<file path="src/rtl/game_timer_if.sv">
// Control/status bundle between the round controller and the game timer.
interface game_timer_if;
  logic       start;
  logic       pause;
  logic       hit;
  logic [7:0] time_left;
  logic       running;
  logic       sec_tick;
  logic       game_over;
  logic       expired;

  modport master (
    output start, pause, hit,
    input  time_left, running, sec_tick, game_over, expired
  );

  modport slave (
    input  start, pause, hit,
    output time_left, running, sec_tick, game_over, expired
  );
endinterface

</file>
<file path="src/rtl/game_timer.sv">
// Whack-a-mole round countdown: 1 Hz prescaler, seconds counter, expiry pulse.
// Optional per-hit time bonus enabled by defining GAME_TIMER_BONUS_EN.
module game_timer #(
  parameter int CLK_HZ        = 50_000_000,
  parameter int GAME_SECONDS  = 60,
  parameter int BONUS_SECONDS = 2
) (
  input  logic         clk,
  input  logic         rst_n,
  game_timer_if.slave  bus
);

  localparam int PW = (CLK_HZ > 1) ? $clog2(CLK_HZ) : 1;
  localparam logic [PW-1:0] TERM = PW'(CLK_HZ - 1);
  localparam logic [8:0] FULL = 9'(GAME_SECONDS);

  typedef enum logic [1:0] {IDLE, RUNNING, PAUSED, EXPIRED} state_t;

  state_t        state;
  logic [PW-1:0] presc;
  logic          tick_now;
  logic [8:0]    next_time;

  assign tick_now = (state == RUNNING) && !bus.pause && (presc == TERM);

`ifdef GAME_TIMER_BONUS_EN
  logic bonus_now;
  assign bonus_now = bus.hit && ((state == RUNNING) || (state == PAUSED));
`else
  logic hit_unused;
  assign hit_unused = bus.hit;
`endif

  // Bonus is added before the tick is taken so a hit on the last second rescues the round.
  always_comb begin
    next_time = {1'b0, bus.time_left};
`ifdef GAME_TIMER_BONUS_EN
    if (bonus_now)
      next_time = next_time + 9'(BONUS_SECONDS);
`endif
    if (tick_now)
      next_time = (next_time == 9'd0) ? 9'd0 : next_time - 9'd1;
    if (next_time > FULL)
      next_time = FULL;
  end

  always_ff @(posedge clk or negedge rst_n) begin
    if (!rst_n) begin
      state         <= IDLE;
      presc         <= '0;
      bus.time_left <= 8'(GAME_SECONDS);
      bus.running   <= 1'b0;
      bus.sec_tick  <= 1'b0;
      bus.game_over <= 1'b0;
      bus.expired   <= 1'b0;
    end else begin
      bus.sec_tick  <= 1'b0;
      bus.game_over <= 1'b0;
      if (bus.start) begin
        state         <= RUNNING;
        presc         <= '0;
        bus.time_left <= 8'(GAME_SECONDS);
        bus.running   <= 1'b1;
        bus.expired   <= 1'b0;
      end else begin
        case (state)
          IDLE: begin
            presc         <= '0;
            bus.time_left <= 8'(GAME_SECONDS);
          end
          RUNNING: begin
            bus.time_left <= next_time[7:0];
            if (bus.pause) begin
              state <= PAUSED;
            end else if (tick_now) begin
              presc        <= '0;
              bus.sec_tick <= 1'b1;
              if (next_time == 9'd0) begin
                state         <= EXPIRED;
                bus.game_over <= 1'b1;
                bus.running   <= 1'b0;
                bus.expired   <= 1'b1;
              end
            end else begin
              presc <= presc + 1'b1;
            end
          end
          PAUSED: begin
            bus.time_left <= next_time[7:0];
            if (!bus.pause)
              state <= RUNNING;
          end
          EXPIRED: begin
            bus.time_left <= 8'd0;
          end
          default: state <= IDLE;
        endcase
      end
    end
  end

endmodule

</file>
<file path="src/flat_wrapper.sv">
// flat-port wrapper written by rule: the top's interface ports become plain ports
module game_timer_flat 
#(
  parameter int CLK_HZ        = 50_000_000,
  parameter int GAME_SECONDS  = 60,
  parameter int BONUS_SECONDS = 2
)
  (clk, rst_n, bus_start, bus_pause, bus_hit, bus_time_left, bus_running, bus_sec_tick, bus_game_over, bus_expired);
  game_timer_if bus_i ();
  input  logic clk;
  input  logic rst_n;
  input wire logic [$bits(bus_i.start)-1:0] bus_start;
  input wire logic [$bits(bus_i.pause)-1:0] bus_pause;
  input wire logic [$bits(bus_i.hit)-1:0] bus_hit;
  output wire logic [$bits(bus_i.time_left)-1:0] bus_time_left;
  output wire logic [$bits(bus_i.running)-1:0] bus_running;
  output wire logic [$bits(bus_i.sec_tick)-1:0] bus_sec_tick;
  output wire logic [$bits(bus_i.game_over)-1:0] bus_game_over;
  output wire logic [$bits(bus_i.expired)-1:0] bus_expired;
  assign bus_i.start = bus_start;
  assign bus_i.pause = bus_pause;
  assign bus_i.hit = bus_hit;
  assign bus_time_left = bus_i.time_left;
  assign bus_running = bus_i.running;
  assign bus_sec_tick = bus_i.sec_tick;
  assign bus_game_over = bus_i.game_over;
  assign bus_expired = bus_i.expired;
  game_timer #(.CLK_HZ(CLK_HZ), .GAME_SECONDS(GAME_SECONDS), .BONUS_SECONDS(BONUS_SECONDS)) u_core (.clk(clk), .rst_n(rst_n), .bus(bus_i));
endmodule
</file>
<file path="config.mk">
export PLATFORM = sky130hd
export DESIGN_NAME = game_timer_flat
export DESIGN_NICKNAME = d
export VERILOG_FILES = /design/src/rtl/game_timer_if.sv /design/src/rtl/game_timer.sv /design/src/flat_wrapper.sv
export SDC_FILE = /design/constraint.sdc
export NUM_CORES = 1
export LEC_CHECK = 0
export CORE_MARGIN = 3
export CORE_UTILIZATION = 59
export CTS_CLUSTER_DIAMETER = 60
export CTS_CLUSTER_SIZE = 10
export DETAILED_ROUTE_END_ITERATION = 8
export PLACE_DENSITY = 0.77
export RECOVER_POWER = 100
export SLEW_MARGIN = 20
export SYNTH_ARGS = -nofsm -noshare
export SYNTH_HDL_FRONTEND = slang
export SYNTH_SLANG_ARGS = --single-unit
export TNS_END_PERCENT = 30
</file>
<file path="constraint.sdc">
create_clock -name clk -period 3.1 [get_ports clk]
set_input_delay 0.62 -clock clk [delete_from_list [all_inputs] [get_ports clk]]
set_output_delay 0.62 -clock clk [all_outputs]
set_load 0.1 [all_outputs]
</file>
---- Yosys cells after proc, flatten, opt, wreduce, memory -nomap -nowiden ----
Cells that the tools add are included.
word-level totals
  bits in registers ....................... 40
  bits in latches ......................... 0
  bits in writable memories ............... 0
  ROM bits ................................ 0
  input bits .............................. 5
  output and inout bits ................... 12
  logic and storage cells ................. 68
  memories ................................ 0
cells by class
  $add $sub $neg .......................... 2
  $mul .................................... 0
  div/mod/pow operators ................... 0
  $lt $le $gt $ge ......................... 1
  equality and inequality tests ........... 9
  shifts and indexed selects .............. 0
  muxes and demuxes ....................... 34
  bitwise logic cells ..................... 0
  reductions and logical operators ........ 15
operators with widths
  cell                     count
  $mux W26                 3
  $pmux W26 S2             1
  $mux W9                  3
  $add A26 B1 Y26 const B  1
  $eq A26 B26 Y1 const B   1
  $pmux W8 S3              1
  $mux W1                  19
  $mux W2                  5
  $gt A9 B6 Y1 const B     1
  $logic_not A9 Y1         1
  $sub A8 B1 Y9 const B    1
  $logic_not A8 Y1         1
  $mux W8                  1
  $reduce_and A4 Y1        2
  $ne A3 B3 Y1 const B     2
  $reduce_bool A2 Y1       3
  $reduce_bool A3 Y1       2
  $eq A2 B2 Y1 const B     2
  $ne A4 B3 Y1 const B     1
  $ne A4 B4 Y1 const B     1
  $pmux W2 S2              1
  $eq A2 B1 Y1 const B     1
  $logic_and A1 B1 Y1      2
  $logic_not A2 Y1         1
  4 further kinds          4

---- Longest topological paths before layout ----
Gate-level depths: netlist of run 1.
  depth in word-level cells ............... 12
  depth in mapped cells ................... 9
  depth with buffers taken out ............ 8

---- Worst setup path after synthesis of run 1 ----
OpenSTA, ideal clock, no wires.
  path type ............................... flip-flop to flip-flop
  start point ............................. register u_core.bus.time_left[0]
  end point ............................... register u_core.bus.time_left[1]
  setup time .............................. 0.105 ns
  data arrival time ....................... 2.860 ns
  data required time ...................... 2.995 ns
  setup slack ............................. 0.135 ns
  cell stages (with the launch flop) ...... 9
  path buffers ............................ 0
  period minus slack after synthesis ...... 2.965 ns
  cell sequence ........................... dfrtp_1 inv_1 ha_1 or2_2 a2bb2oi_1 o211ai_1 mux2i_1 nor3b_1 nor4b_1
on the way
  word-level cells in the longest chain between the ends .. 7
  elaborated cells between the ends (all ways) .. 8
  those cells by class .................... add/sub (1); order compare (1); mux (5); reduce/logical (1)
ends and longest elaborated chain
  item                                                      line                 source
  from (decl)                                               game_timer_if.sv:19  output time_left, running, sec_tick, game_over, expired
  from (signal assigned)                                    game_timer.sv:51     bus.time_left <= 8'(GAME_SECONDS);
  from (signal assigned)                                    game_timer.sv:62     bus.time_left <= 8'(GAME_SECONDS);
  from (signal assigned)                                    game_timer.sv:69     bus.time_left <= 8'(GAME_SECONDS);
  $sub A8 B1 Y9 / $logic_not A8 Y1 (equally long branches)  game_timer.sv:42     next_time = (next_time == 9'd0) ? 9'd0 : next_time - 9'd1;
  $mux W9                                                   game_timer.sv:42
  $mux W9 (*)                                               game_timer.sv:41     if (tick_now)
  $gt A9 B6 Y1                                              game_timer.sv:43     if (next_time > FULL)
  $mux W9 (*)                                               game_timer.sv:43
  $pmux W8 S3 (*)                                           game_timer.sv:66     case (state)
  $mux W8 (*)                                               game_timer.sv:59     if (bus.start) begin
Mark *: on every way between the ends. The rest lies on a longest branch, timed or not.
A chain may end at the register's enable or synchronous reset.

---- Worst setup path in the final report of run 1 ----
  start point ............................. register u_core.bus.time_left[0]
  end point ............................... register u_core.state[1]
on the way
  word-level cells in the longest chain between the ends .. 8
  elaborated cells between the ends (all ways) .. 9
  those cells by class .................... add/sub (1); order compare (1); eq/ne (1); mux (3); reduce/logical (3)
ends and longest elaborated chain
  item                                                      line              source
  $sub A8 B1 Y9 / $logic_not A8 Y1 (equally long branches)  game_timer.sv:42
  $mux W9                                                   game_timer.sv:42
  $mux W9 (*)                                               game_timer.sv:41
  $gt A9 B6 Y1                                              game_timer.sv:43
  $mux W9 (*)                                               game_timer.sv:43
  $logic_not A9 Y1 (*)                                      game_timer.sv:78  if (next_time == 9'd0) begin
  $ne A4 B4 Y1 (no source line) (*)                         -
  $reduce_and A4 Y1 (no source line) (*)                    -
  to (signal assigned)                                      game_timer.sv:49  state <= IDLE;
  to (signal assigned)                                      game_timer.sv:74  state <= PAUSED;
  to (signal assigned)                                      game_timer.sv:79  state <= EXPIRED;
  to (decl)                                                 game_timer.sv:19  state_t state;
Marked as above.

==> out/summary.md, run 1 <==
Per report_power, the clock group accounts for 28.5% of the total. Buffers added to address setup during post-CTS repair amount to 0. The number of clock buffers added by TritonCTS is 5. The largest total area in the synthesized netlist belongs to dfrtp_1. The clock tree root driver cell was clkbuf_8. The slowest stage of the critical path belongs to the cell dfrtp_1.

The core region is 3854 sq um. Cell count after placement: 344. The worst hold path belongs to the class reg2reg.

The run gives 21.5% as the combinational group share of total power. The floorplan step defined a die boundary enclosing 5040 sq um. In the post-synthesis netlist, the biggest area contributors are dfrtp_1 (36%), o21ai_0 (7.2%), dfstp_2 (4.2%).

The run finished, with violations left. For the maximum level of the CTS H-tree, the log shows 2. Setup repair after global routing left no endpoint under its margin. After detailed routing, the number of vias per cell comes to 6.613.

Relative to the synthesized area, the layout overhead comes to 6.928%. The run gives 0.0007632 W as the internal power of the cells. In this run the deepest clock path goes through 2 buffers.

The clock network latency to the later pin of the worst-skew pair is 0.29 ns. The placed wire-length estimate was 4065 um; the worst reg-to-reg setup slack was 0.40 ns. The average cell area after synthesis works out to 8.624 sq um.

The power density of the placed cells is 425.5 nW/um^2, and the peak supply drop is 251.8 uV. At the worst endpoint, the arrival time is 2.91 ns. Switching part of the total: 32.69%. The critical path is of the reg2reg type.

Count of input and output buffers: 15. 0 antenna diodes ended up in the layout. In the synthesized netlist the dominant register cell turns out to be dfrtp_1. The clock net in this run drives a total of 40 sinks. The transition time of the tightest slew-check pin was 2.177 ns.

The congestion estimate from routability-driven global placement came to 0.8995. In this run the remaining antenna-violating nets after routing total 0. The critical path capture point type is a flop. The detailed router finished its first iteration with 244 violations. STA classifies the critical path startpoint as a flop. Row generation in the floorplan step produced 22 rows. In this run the cell area of the synthesized design comes to 2492 sq um.

The routed layout has 2321 vias. Sorting the synthesized cells by how often they occur yields dfrtp_1 (36), o21ai_0 (36), nand2_1 (24), nor2_1 (21). The wire length of the first global-routing pass is 9673 um. The net count of the finished layout is 315.

The post-route clock period utilization is 87.21%, and the total wirelength of the detailed-routed design is 5869 um. In this design, the largest share of critical-path delay is due to simple AND/OR/NAND/NOR gates. The logs give 0.007824 ns for the setup skew after layout and 0 ns for the setup TNS. The combined buffer and inverter count along the critical path is 1, and the number of resized instances in the post-cts repair step is 0. TritonCTS built the clock tree. The share of final-layout standard cells stronger than drive strength 1 was 7.261%. The sequential cell fraction of total power was 50.0%; the number of max-slew violations in the final report was 41.

The clock transition at the registers of the reported paths works out to 0.08 ns. The area share of the largest cell type after synthesis works out to 36.14%. The remaining max-slew budget at the tightest pin is -45.11%. After detailed routing, the number of remaining DRC violations is 0.

The finished layout holds 351 standard cells, fillers aside. The initial antenna violation count came out at 0. Static timing analysis puts the maximum clock frequency at 369.9 MHz. The number of ports placed on the die boundary is 17, and the number of synthesized register bits is 40.

At the worst endpoint, the required time is 3.31 ns. From bottom edge to top edge, the die measures 71.00 um. The netlist uses 54 different library cells. For this run, the number of Yosys warnings is 0. The tools report the number of max-capacitance violations reported as 1. Of all nets on the critical path, the largest fanout is 8. Entering global routing, the biggest net connects 41 pins. The number of enable flip-flop cells after synthesis is 0, and the count of mapped cells out of synthesis is 289.

Hold repair after CTS inserted 0 buffers. The signal on the critical path passes through inv_1 > ha_1 > or2_2 > a2bb2oi_1 > o211ai_1 > nand4_1 > mux2_2 > a31oi_1. The number of iterations in the first detailed-routing pass is 5, and the final setup violation count is 0.

The detail-routed net length per standard cell is 16.72 um. The floorplan step set the die width to 71.00 um. The run gives 2028 as the number of global-route vias before repair. In this design, the stage delay of the slowest critical-path cell is 0.50 ns. For this run, asynchronously set or reset flops after synthesis account for 100.0%. The total leakage power is 1.032 nW. The switching power of the nets was 0.0003707 W. The final reports fail on capacitance limit, slew limit. The final critical delay including setup and external delays was 2.703 ns. The starting density of the core is 64.68%, and the number of hold violations in the final report is 0. The share of synthesized area occupied by flip-flops and latches is 40.36%. The total congestion overflow after global routing was 0; the global router's overall resource usage was 23.55%.
## worst reg2reg max path, cell delays in order, from the launching register on
cell       delay [ns]
dfrtp_1          0.50
inv_1            0.15
ha_1             0.32
or2_2            0.32
a2bb2oi_1        0.13
o211ai_1         0.36
nand4_1          0.33
mux2_2           0.36
a31oi_1          0.16
## cell usage in the layout, fill, tap and decap left out, drive strengths merged, types with 4 or more instances in the layout
master  instances
dfrtp          36
nor4            6
o21ai          36
clkbuf         21
nand4           9
nand2b          4
o31ai           7
inv            11
ha              7
dfstp           4
nand3          16
nand2          24
nor3            9
and4            4
a21oi          16
or4             5
a31oi          12
nor2           21
## flip-flops by register name (all words and copies together) (netlist names)
| signal | count |
|---|---|
| u_core.bus.expired | 1 |
| u_core.bus.game_over | 1 |
| u_core.bus.running | 1 |
| u_core.bus.sec_tick | 1 |
| u_core.bus.time_left | 8 |
| u_core.presc | 26 |
| u_core.state | 2 |
## power groups by stage
stage	Sequential, W	Combinational, W	Clock [W]
floorplan	0.000616	0.000142	0
finish	0.000567	0.000244	0.000323
global placement	0.000576	0.000244	0
detailed placement	0.000577	0.000248	0
global route	0.000571	0.000265	0.000354
CTS	0.000567	0.000249	0.000334
## cell families (layout without fill, tap and decap cells)
family          count (synthesis)  count (layout)  share of synthesized area [%]
buf+inv                        24              37                          3.916
simple gates                  123             123                          28.26
flops                          40              40                          40.36
fa+ha+maj                       7               7                          3.514
xor+xnor                        3               3                          1.054
other cells                     1               2                         0.1505
compound gates                 88              88                          21.49
mux                             3               3                          1.255
## layer usage
layer | part of all wire (%) | global-route usage [%] | up-vias
met5 | 0 | 0 | -
met4 | 0.65 | 4.593 | 0
met3 | 6.9 | 4.403 | 5
met2 | 43 | 34.81 | 96
met1 | 49 | 36.13 | 1109
li1 | - | - | 1111
## final timing paths
kind,start,to,depth (start not counted)
worst max-delay path,u_core.bus.time_left[0]$_DFF_PN0_,u_core.state[1]$_DFFE_PN0P_,8
worst min-delay path,u_core.bus.running$_DFFE_PN0P_,u_core.bus.running$_DFFE_PN0P_,1
worst max register to register,u_core.bus.time_left[0]$_DFF_PN0_,u_core.state[1]$_DFFE_PN0P_,8
worst min register to register,u_core.bus.running$_DFFE_PN0P_,u_core.bus.running$_DFFE_PN0P_,1
max in group asynchronous,rst_n,u_core.presc[8]$_DFFE_PN0P_,1
min in group asynchronous,rst_n,u_core.bus.running$_DFFE_PN0P_,1
## stage by stage
| step | area (sq um) | power [W] | hold WS [ns] | setup WS [ns] | util (%) |
|---|---|---|---|---|---|
| finish | 2665 | 0.001134 | 0.4796 | 0.3966 | 69.16 |
| global route | 2665 | 0.001190 | 0.5178 | 0.1848 | 69.16 |
| CTS | 2723 | 0.001149 | 0.4849 | 0.4350 | 70.65 |
| detailed placement | 2645 | 0.0008249 | 0.4686 | 0.2618 | 68.64 |
| global placement | 2645 | 0.0008202 | 0.4599 | 0.3030 | 68.64 |
| floorplan | 2496 | 0.0007577 | 0.3244 | 0.1348 | - |
## area by class of cell
| type | count | area (sq um) |
|---|---|---|
| clock buffer | 6 | 72.57 |
| multi-input combinational | 226 | 1389 |
| inverter | 11 | 41.29 |
| timing repair buffer | 19 | 91.34 |
| tap | 48 | 60.06 |
| sequential | 40 | 1006 |
| clock inverter | 1 | 5.005 |
| fill | 339 | 1189 |
No activity file was read; power rests on OpenSTA's default activity.
==> inputs of run 2 (changes only) <==
--- a/config.mk
+++ b/config.mk
@@ -10,6 +10,7 @@
 export CTS_CLUSTER_DIAMETER = 60
 export CTS_CLUSTER_SIZE = 10
 export DETAILED_ROUTE_END_ITERATION = 8
+export GPL_ROUTABILITY_DRIVEN = 1
 export PLACE_DENSITY = 0.77
 export RECOVER_POWER = 100
 export SLEW_MARGIN = 20
==> results of run 2 <==
No change in the layout: final DEF, timing and power equal those of run 1.
==> inputs of run 3 (changes only) <==
==> constraint.sdc (replaced) <==
create_clock -name clk -period 2.9 [get_ports clk]
set_input_delay 0.58 -clock clk [delete_from_list [all_inputs] [get_ports clk]]
set_output_delay 0.58 -clock clk [all_outputs]
set_load 0.1 [all_outputs]
==> run 3 against run 2 <==
  * The run still ends with capacitance limit, slew limit left
  * Setup slack got worse by 0.20 ns
  * Maximum frequency about the same
  * Design area increased by 2.8%
  * Clock power up 53%
  * Combinational power up 8%
  * Register-to-register slack got worse by 0.20 ns
  * First-iteration DRC count fell by 32%
  * Cell count up 0.85%
  * Count of clock-buffer cells in the layout rose by 1
  * Sequential share of layout area shrank 0.97 points
==> out/summary.md, run 3 (synthesis gave the netlist of run 1 again) <==
The run finished, with violations left. The final reports fail on capacitance limit, slew limit. The placed wire-length estimate was 4153 um; the total cell area at the placement stage was 2661 sq um. For the number of ports placed on the die boundary, the log shows 17. The clock buffer count from CTS was 5. The biggest fanout along the worst timing path is 11, and the fraction of the core area covered by cells at the end of the flow is 71.07%.

For this run, the total global-route usage over all layers was measured as 23.91%. The run gives 5979 um as the total wirelength of the detailed-routed design. The tools report the critical path capture point type as a flop. The type of the tightest min-delay check is reg2reg.

CTS placed an instance of clkbuf_8 at the clock tree root. The final route contains 2285 vias. The number of antenna diodes in the final layout is 0. The initial antenna violation count was 0. At the end of routability-driven placement, the weighted congestion stood at 0.9265. Maximum level of the CTS H-tree: 2. Setup repair after global routing left no endpoint under its margin. In the layout the commonest cells are o21ai_0 (36), dfrtp_1 (35), nand2_1 (24). Data on the critical path arrives at its endpoint at 2.92 ns. In the final layout, the share of cells above drive strength 1 is 9.477%. The number of hold violations in the final report came out at 0. The register with the most flip-flops in the layout has 26 of them.

Number of max-slew violations in the final report: 41. The core outline area was 3854 sq um; the maximum number of buffers from clock root to sink was 2. After global routing the overflow that remains totals 0. Data on the critical path is required at its endpoint by 3.12 ns. The number of max-capacitance violations reported came out at 1. In this run the power density over the cells is 497.8 nW/um^2. For the final setup violation count, the log shows 0. The logs give -41.88% for the remaining max-slew budget at the tightest pin and 0 for the number of routed nets with antenna violations.

The analysis attributes to cell leakage a power of 1.066 nW. The net count of the finished layout is 317, and the total clock sinks is 40. Entering global routing, the biggest net connects 41 pins. After clock tree synthesis, the clock-pin slew on the worst setup and hold paths is 0.08 ns.

TritonCTS built the clock tree. The detail-routed net length per standard cell works out to 16.89 um. The finished cells cover 2739 sq um.

The worst setup path is launched from a flop. The setup skew after layout is 0.007827 ns, and the number of fillers in the final layout is 331. The number of global-route vias before repair was 2016. The largest registers in the layout are u_core.presc x26, u_core.bus.time_left x8, u_core.state x2.

The logs give 64.68% for the starting density of the core and 0 for the number of resized instances in the post-cts repair step. Cts-stage hold buffer count: 0. The setup TNS is 0 ns, and the maximum clock frequency is 370.2 MHz. Transition time of the tightest slew-check pin: 2.128 ns. In this run the tool buffered the top-level ports with 15 buffer cells.

The height of the chip is 71.00 um. Counting flops per register, the top entry is u_core.presc. The floorplan step defined a die boundary enclosing 5040 sq um. After layout, the minimum clock period comes to 2.701 ns. For this run, design rule violations remaining after detail routing come to 0. Synthesis-to-finish area growth: 9.890%. The first detailed-routing pass took 4 iterations. The violation count after the first detailed-route iteration is 167, and the number of vias per cell after detailed routing is 6.455. The post-route clock period utilization was 93.15%. The peak supply drop came out at 370.2 uV. Buffers added to address setup during post-CTS repair amount to 0.

The wire length of the first global-routing pass came out at 9832 um. The setup path with the least slack is of type reg2reg. The library cell used most frequently in the layout, excluding fill and tap cells, is o21ai_0. From left edge to right edge, the die measures 71.00 um. The logs give 22 for the floorplan row count and 0.29 ns for the clock network latency to the later pin of the worst-skew pair.
run 3: report_power, final:
group	internal, W	total, W	switching [W]
combinational	0.0000760	0.000263	0.000186
clock	0.000304	0.000494	0.000190
sequential	0.000578	0.000607	0.0000294
run 3: through the flow:
| step | instances | setup WS, ns | total power, W | hold WS [ns] |
|---|---|---|---|---|
| floorplan | 290 | 0.02671 | 0.0008100 | 0.2844 |
| global placement | 346 | 0.2152 | 0.0008772 | 0.4608 |
| detailed placement | 346 | 0.1907 | 0.0008829 | 0.4803 |
| CTS | 354 | 0.2209 | 0.001379 | 0.4286 |
| global route | 354 | 0.03690 | 0.001426 | 0.5089 |
| finish | 354 | 0.1986 | 0.001363 | 0.4875 |
run 3: layer usage:
layer / track usage, % / vias up / routed length, um
li1: - / 1122 / -
met3: 4.403 / 7 / 406
met1: 37.12 / 1076 / 2878
met5: 0 / - / 0
met4: 4.384 / 0 / 46
met2: 35.02 / 80 / 2648
run 3: final timing paths:
path	slack [ns]	to	start	cells after the start
setup / recovery	0.20	u_core.bus.time_left[3]$_DFF_PN1_	u_core.presc[0]$_DFFE_PN0P_	7
hold / removal	0.49	u_core.bus.running$_DFFE_PN0P_	u_core.bus.running$_DFFE_PN0P_	1
setup reg to reg	0.20	u_core.bus.time_left[3]$_DFF_PN1_	u_core.presc[0]$_DFFE_PN0P_	7
hold reg to reg	0.49	u_core.bus.running$_DFFE_PN0P_	u_core.bus.running$_DFFE_PN0P_	1
max in group asynchronous	0.63	u_core.bus.time_left[0]$_DFF_PN0_	rst_n	1
min in group asynchronous	0.90	u_core.state[0]$_DFFE_PN0P_	rst_n	1
run 3: cell type report:
| type | instances | area [sq um] | area share (%) |
|---|---|---|---|
| timing repair buffer | 21 | 106.4 | 3.883 |
| clock buffer | 7 | 96.34 | 3.518 |
| tap | 48 | 60.06 | 2.193 |
| inverter | 11 | 41.29 | 1.508 |
| clock inverter | 1 | 30.03 | 1.096 |
| sequential | 40 | 1007 | 36.77 |
| multi-input combinational | 226 | 1398 | 51.03 |
run 3: critical path, stage by stage, from the launching register on:
cell and delay (ns):
dfrtp_1 0.41, ha_1 0.24, and4_1 0.24, nand3_1 0.24, or4_4 0.58, clkbuf_4 0.21
or4_1 0.51, a31oi_1 0.19
